==> src/rtl/register_file.sv <==
// 16x8 configuration/data register file with a registered read port and
// dedicated continuous views of registers 0-3 (ALU operands, UART config, divider).
module register_file #(
    parameter int unsigned               DATA_WIDTH = 8,
    parameter int unsigned               ADDR_WIDTH = 4,
    parameter logic [DATA_WIDTH-1:0]     REG2_RST   = 8'h81,
    parameter logic [DATA_WIDTH-1:0]     REG3_RST   = 8'h20
) (
    input  logic                  CLK,
    input  logic                  RST,
    input  logic [ADDR_WIDTH-1:0] Address,
    input  logic                  WrEn,
    input  logic                  RdEn,
    input  logic [DATA_WIDTH-1:0] WrData,
    output logic [DATA_WIDTH-1:0] RdData,
    output logic                  RdData_Valid,
    output logic [DATA_WIDTH-1:0] REG0,
    output logic [DATA_WIDTH-1:0] REG1,
    output logic [DATA_WIDTH-1:0] REG2,
    output logic [DATA_WIDTH-1:0] REG3
);

    localparam int unsigned DEPTH = 1 << ADDR_WIDTH;

    typedef enum logic {
        IDLE,
        READ_RESP
    } state_t;

    state_t                state_q, state_d;
    logic [DATA_WIDTH-1:0] mem_q [DEPTH];
    logic [DATA_WIDTH-1:0] mem_d [DEPTH];
    logic [DATA_WIDTH-1:0] rd_data_q, rd_data_d;

    always_ff @(posedge CLK or negedge RST) begin
        if (!RST) begin
            state_q   <= IDLE;
            rd_data_q <= '0;
            for (int unsigned i = 0; i < DEPTH; i++) begin
                mem_q[i] <= '0;
            end
            mem_q[2] <= REG2_RST;
            mem_q[3] <= REG3_RST;
        end else begin
            state_q   <= state_d;
            rd_data_q <= rd_data_d;
            mem_q     <= mem_d;
        end
    end

    // A simultaneous write and read is treated as a write only.
    always_comb begin
        mem_d     = mem_q;
        state_d   = IDLE;
        rd_data_d = rd_data_q;
        if (WrEn) begin
            mem_d[Address] = WrData;
        end else if (RdEn) begin
            state_d   = READ_RESP;
            rd_data_d = mem_q[Address];
        end
    end

    always_comb begin
        RdData       = rd_data_q;
        RdData_Valid = (state_q == READ_RESP);
        REG0         = mem_q[0];
        REG1         = mem_q[1];
        REG2         = mem_q[2];
        REG3         = mem_q[3];
    end

endmodule

==> config.mk <==
export PLATFORM = sky130hd
export DESIGN_NAME = register_file
export DESIGN_NICKNAME = d
export VERILOG_FILES = /design/src/rtl/register_file.sv
export SDC_FILE = /design/constraint.sdc
export NUM_CORES = 1
export LEC_CHECK = 0
export BUFFER_PORTS_ARGS = -buffer_cell sky130_fd_sc_hd__buf_4
export CAP_MARGIN = 30
export CORE_MARGIN = 2
export CORE_UTILIZATION = 35
export CTS_CLUSTER_SIZE = 30
export DETAILED_ROUTE_END_ITERATION = 16
export PLACE_DENSITY = 0.5
export SYNTH_ARGS = -nofsm -noshare
export SYNTH_HDL_FRONTEND = slang
export SYNTH_SLANG_ARGS = --single-unit
export TNS_END_PERCENT = 20
==> constraint.sdc <==
create_clock -name CLK -period 3 [get_ports CLK]
set_clock_uncertainty 0.05 [all_clocks]
set_input_delay 0.15 -clock CLK [delete_from_list [all_inputs] [get_ports CLK]]
set_output_delay 0.15 -clock CLK [all_outputs]
set_load 0.02 [all_outputs]
==> results of run 1 <==
[sequential cells by signal, indices dropped and copies added (netlist names)]
name,count
REG1,8
REG2,8
REG0,8
mem_q,96
RdData_Valid,1
REG3,8
RdData,8
[where the power goes]
| part | switching (mW) | internal (mW) | total (mW) |
|---|---|---|---|
| clock | 0.794 | 1.18 | 1.98 |
| sequential | 0.263 | 2.28 | 2.54 |
| combinational | 0.554 | 0.627 | 1.18 |
[kinds of logic after synthesis]
family          Yosys count  synth area share
buf+inv                  59            0.0611
simple gates             56            0.0625
flops                   137             0.519
mux                     184             0.318
compound gates           37            0.0394
[worst max-delay path, cell delays in order]
cell      delay (ps)
buf_4            500
nand3b_2         350
nor2_4           400
mux2_2           380
[per-layer routing]
layer / up-vias / wire length, microns / part of all wire
li1: 1729 / - / -
met1: 2032 / 7840 / 0.50
met2: 73 / 7340 / 0.47
met3: 10 / 456 / 0.029
met4: 0 / 136 / 0.0086
met5: - / 0 / 0
[cell usage after synthesis]
master | instances | share of area
o32ai_1 | 6 | 0.0079
buf_6 | 5 | 0.0085
o22ai_1 | 10 | 0.0095
nand2_1 | 3 | 0.0017
nand3_2 | 1 | 0.0015
dfstp_2 | 3 | 0.012
buf_4 | 37 | 0.042
or3b_1 | 2 | 0.0026
nand2_2 | 4 | 0.0038
a31oi_1 | 8 | 0.0076
dfrtp_1 | 134 | 0.51
nand3_1 | 4 | 0.0030
nor2b_1 | 2 | 0.0019
mux2_1 | 3 | 0.0051
mux2_2 | 125 | 0.21
clkbuf_1 | 12 | 0.0068
nor3b_4 | 1 | 0.0028
nand3b_4 | 2 | 0.0061
nor2_1 | 17 | 0.0097
a221oi_1 | 5 | 0.0066
nand3b_1 | 3 | 0.0034
buf_2 | 5 | 0.0038
nand2b_1 | 2 | 0.0019
and2_1 | 1 | 0.00095
nor2_4 | 12 | 0.020
mux4_2 | 8 | 0.027
a2bb2oi_1 | 3 | 0.0040
mux2i_1 | 48 | 0.073
o21ai_0 | 5 | 0.0038
or2_2 | 1 | 0.00095
nand3b_2 | 1 | 0.0017
[layout make-up]
cell class / instances / area share
clock buffer: 21 / 0.0611
clock inverter: 11 / 0.0133
multi-input combinational: 277 / 0.369
sequential: 137 / 0.456
tap: 234 / 0.0389
timing repair buffer: 60 / 0.0623
[through the flow]
| step | hold slack [ps] | std cells | utilization | instance area (sq um) | power, mW |
|---|---|---|---|---|---|
| global route | 87.2 | 740 | 0.404 | 7530 | 6.00 |
| finish | 78.6 | 740 | 0.404 | 7530 | 5.70 |
| floorplan | -196 | 473 | - | 6610 | 3.43 |
| CTS | 76.7 | 740 | 0.404 | 7530 | 5.77 |
| global placement | 202 | 707 | 0.373 | 6960 | 3.74 |
| detailed placement | 200 | 707 | 0.373 | 6960 | 3.77 |
[worst min path at each step]
stage	start	endpoint	slack, ps	cells after the start
after detailed placement	RST	REG3[3]$_DFFE_PN0P_	200	1
after global routing	WrData[2]	REG0[2]$_DFFE_PN0P_	90	2
after CTS	WrData[7]	mem_q[55]$_DFFE_PN0P_	80	2
after floorplan	RST	REG0[0]$_DFFE_PN0P_	-200	0
after global placement	RST	REG3[3]$_DFFE_PN0P_	200	1
final	WrData[7]	mem_q[55]$_DFFE_PN0P_	80	2
==> flow_summary.ini, run 1 <==
[status]
status = complete, no violations

[critical_path]
startpoint_type = input port
endpoint = mem_q[44]$_DFFE_PN0P_
path_class = in2reg
cp.required_ps = 3240
startpoint = Address[3]
cp-end-kind = flip-flop
rr_endpoint = RdData[2]$_DFFE_PN0P_
worst_r2r_startpoint = REG0[2]$_DFFE_PN0P_
arrival_ps = 1800
reg2regPathDepth = 3
r2r_slack_ps = 1500
path_max_fanout = 40

[timing]
maxSlewViolCount = 0
min_period_ps = 1560
finalCritPeriodShare = 0.520
setup_slack_ps = 1440
worst_pin_slew_ps = 788
fin_tns_setup_ps = 0
rsz0062_at_grt = false
maxClockFrequency_mhz = 641
hold_violations = 0
relSlewSlack = 0.474
finalSetupViolations = 0

[die]
rows = 50
die_h_microns = 141
dieArea_sq_um = 20000
die_w_microns = 141
core_sq_um = 18600
ioPinCount = 57
start_util = 0.355

[hold_path]
min_path_type = in2reg

[clock_tree]
cts_resized = 0
postCtsSetupBuffers = 0
cts_sinks = 137
clk_pin_slew_worst_paths_ps = 60
hold_buffers = 1
cts_buffer_depth = 2
clk-insertion-delay-late_ps = 420
cts_htree_levels = 4
cts_buffers = 17
cts_tree = built
cts-root-buf = clkbuf_16

[global_route]
grt_use_met3 = 0.0358
grt_remaining_overflow = 0
antenna_found_initial = 0
gr-max-usage-layer = met2
grt_pass1_wl_microns = 24900
grt_use_met1 = 0.240
groute.layer.met2.usage = 0.261
grt_start_max_net_pins = 81
grtUsageTotal = 0.168
grt_pass1_vias = 4034

[layout]
fillers = 1744
syn_to_final_growth_pct = 13.9
drive_gt1_frac = 0.488
diodes = 0
final_cell_mix = 134 x dfrtp_1, 125 x mux2_2, 57 x buf_4
finalNetCount = 509
regArea_sq_um = 3430
layout_commonest_cell = dfrtp_1
multi_input_area_sq_um = 2780

[synth]
seq_area_frac_synth = 0.519
synth_area_sq_um = 6610
syn_nets = 489
synth_cells = 473
yosys.cell_types.count = 31
syn_avg_cell_area_sq_um = 14.0
ys_ff_latch = 137
ys_warn_count = 0

[flow_run]
drv_cap = 0

[drt]
first_iter_violations = 194
drt-pass1-iter-count = 5
wl_microns = 15800
wl_per_cell_microns = 21.3
ant_nets = 0
drc = 0
vias = 3844
routed_via_density = 5.19

[placed_design]
port_buffers = 56
dpl.hpwl_microns = 10400
dp_worst_setup_slack_ps = 1020
gp_congestion = 0.741

[power_and_ir_drop]
powerDensity_nw_per_um2 = 757
ir_drop_mv = 0.399
p_leak_nw = 3.29
No activity file was read; power rests on OpenSTA's default activity.
==> run 2, diff against run 1 <==
--- a/config.mk
+++ b/config.mk
@@ -11,7 +11,7 @@
 export CORE_UTILIZATION = 35
 export CTS_CLUSTER_SIZE = 30
 export DETAILED_ROUTE_END_ITERATION = 16
-export PLACE_DENSITY = 0.5
+export PLACE_DENSITY = 0.51
 export SYNTH_ARGS = -nofsm -noshare
 export SYNTH_HDL_FRONTEND = slang
 export SYNTH_SLANG_ARGS = --single-unit
==> constraint.sdc (replaced) <==
create_clock -name CLK -period 1.3 [get_ports CLK]
set_clock_uncertainty 0.05 [all_clocks]
set_input_delay 0.065 -clock CLK [delete_from_list [all_inputs] [get_ports CLK]]
set_output_delay 0.065 -clock CLK [all_outputs]
set_load 0.02 [all_outputs]
==> flow_summary.ini, run 2 (synthesis results as in run 1) <==
[status]
status = finished with violations
violations = negative setup slack

[critical_path]
startpoint_type = flip-flop
crit_buf_inv = 0
arrival_ps = 1630
worst_r2r_startpoint = mem_q[9]$_DFFE_PN0P_
r2r_slack_ps = -80
max_stage_delay_ps = 510
cp-end-kind = flip-flop
path_cells = mux4_2, a2bb2oi_2, nand3_1, a31oi_1
path_class = reg2reg
critPathSlowestCell = mux4_2
path_max_fanout = 2
path_delay_family = multiplexers
reg2regPathDepth = 4
rr_endpoint = RdData[1]$_DFFE_PN0P_
cp.required_ps = 1540

[drt]
vias = 4029
drt-pass1-iter-count = 4
wl_per_cell_microns = 20.1
drc = 0
wl_microns = 15900
ant_nets = 0
routed_via_density = 5.10
first_iter_violations = 154

[die]
core_sq_um = 18600
die_w_microns = 141
start_util = 0.355
ioPinCount = 57
dieArea_sq_um = 20000
rows = 50
die_h_microns = 141

[global_route]
grtUsageTotal = 0.169
grt_start_max_net_pins = 44
grt_pass1_wl_microns = 25400
grt_pass1_vias = 4411
antenna_found_initial = 0
grt_remaining_overflow = 0

[layout]
final_cell_mix = 134 x dfrtp_1, 125 x mux2_2, 86 x buf_4
syn_to_final_growth_pct = 24.5
drive_gt1_frac = 0.547
regArea_sq_um = 3430
fillers = 1690
largest_register_ffs = 96
diodes = 0
largest_register = mem_q
multi_input_area_sq_um = 2820
finalNetCount = 559
postLayoutCoreUtil = 0.441
design_area_sq_um = 8230
layout_commonest_cell = dfrtp_1

[clock_tree]
cts-root-buf = clkbuf_16
cts_htree_levels = 4
clk-insertion-delay-late_ps = 420
cts_sinks = 137
cts_tree = built
cts_buffer_depth = 2
clk_pin_slew_worst_paths_ps = 60
cts_buffers = 17

[timing]
fin_worst_hold_slack_ps = 8.44
relSlewSlack = 0.756
rsz0062_at_grt = true
min_period_ps = 1380
fin_tns_setup_ps = -197
maxSlewViolCount = 0
finalSetupViolations = 3
finalCritPeriodShare = 1.07
hold_violations = 0
maxClockFrequency_mhz = 722
setup_slack_ps = -85.0
worst_pin_slew_ps = 365

[hold_path]
min_path_type = in2async

[flow_run]
drv_cap = 0

[placed_design]
placed_area_sq_um = 7470
dpl.hpwl_microns = 11100
port_buffers = 56
gp_congestion = 0.755

[power_and_ir_drop]
powerDensity_nw_per_um2 = 1720
finalPower_mw = 14.2
p_leak_nw = 3.64
ir_drop_mv = 0.921
[run 2: cell types whose count changed in the layout (fill, tap and decap cells not counted), sizes merged]
cell         delta
bufinv          +4
clkbuf          -4
clkinvlp        -1
dlygate4sd3     +4
inv             +1
buf            +46
[run 2: worst max path at each step]
stage,slack [ps],endpoint,cells past startpoint,start
6_report,-80,RdData[1]$_DFFE_PN0P_,4,mem_q[9]$_DFFE_PN0P_
5_1_grt,-140,RdData[1]$_DFFE_PN0P_,4,mem_q[9]$_DFFE_PN0P_
4_1_cts,-100,RdData[1]$_DFFE_PN0P_,4,mem_q[9]$_DFFE_PN0P_
3_5_place_dp,-240,mem_q[26]$_DFFE_PN0P_,4,Address[1]
3_3_place_gp,-230,mem_q[25]$_DFFE_PN0P_,4,Address[1]
2_1_floorplan,-20,mem_q[56]$_DFFE_PN0P_,5,Address[1]
[run 2: area by class of cell]
cell class                      count  share of cell area
Sequential cell                   137               0.417
Multi-Input combinational cell    277               0.343
Timing Repair Buffer              110               0.125
Clock buffer                       17              0.0517
Tap cell                          234              0.0356
Clock inverter                     15              0.0274
[run 2: layer usage]
metal,part of all wire,GRT usage,vias up
li1,-,-,1837
met1,0.49,0.231,2108
met2,0.47,0.274,70
met3,0.029,0.0395,14
met4,0.0093,0.0432,0
met5,0,0,-
[run 2: what timing repair did]
action,in CTS,in global routing
buffers inserted,0,0
pin swaps,2,0
endpoints found under the hold margin,174,0
resized for setup,11,6
endpoints found under the setup margin,9,9
hold buffers,5,0
[run 2: through the flow]
stage	setup WS [ps]	instances
after floorplan	-16.1	473
after global placement	-226	753
after detailed placement	-244	753
after CTS	-101	790
after global routing	-142	790
final	-85.0	790
[run 2: power by group]
group / leakage (nW) / internal, mW / switching (mW)
combinational: 1.65 / 1.67 / 1.37
sequential: 1.67 / 5.26 / 0.566
clock: 0.317 / 3.41 / 1.88
total: 3.64 / 10.3 / 3.82
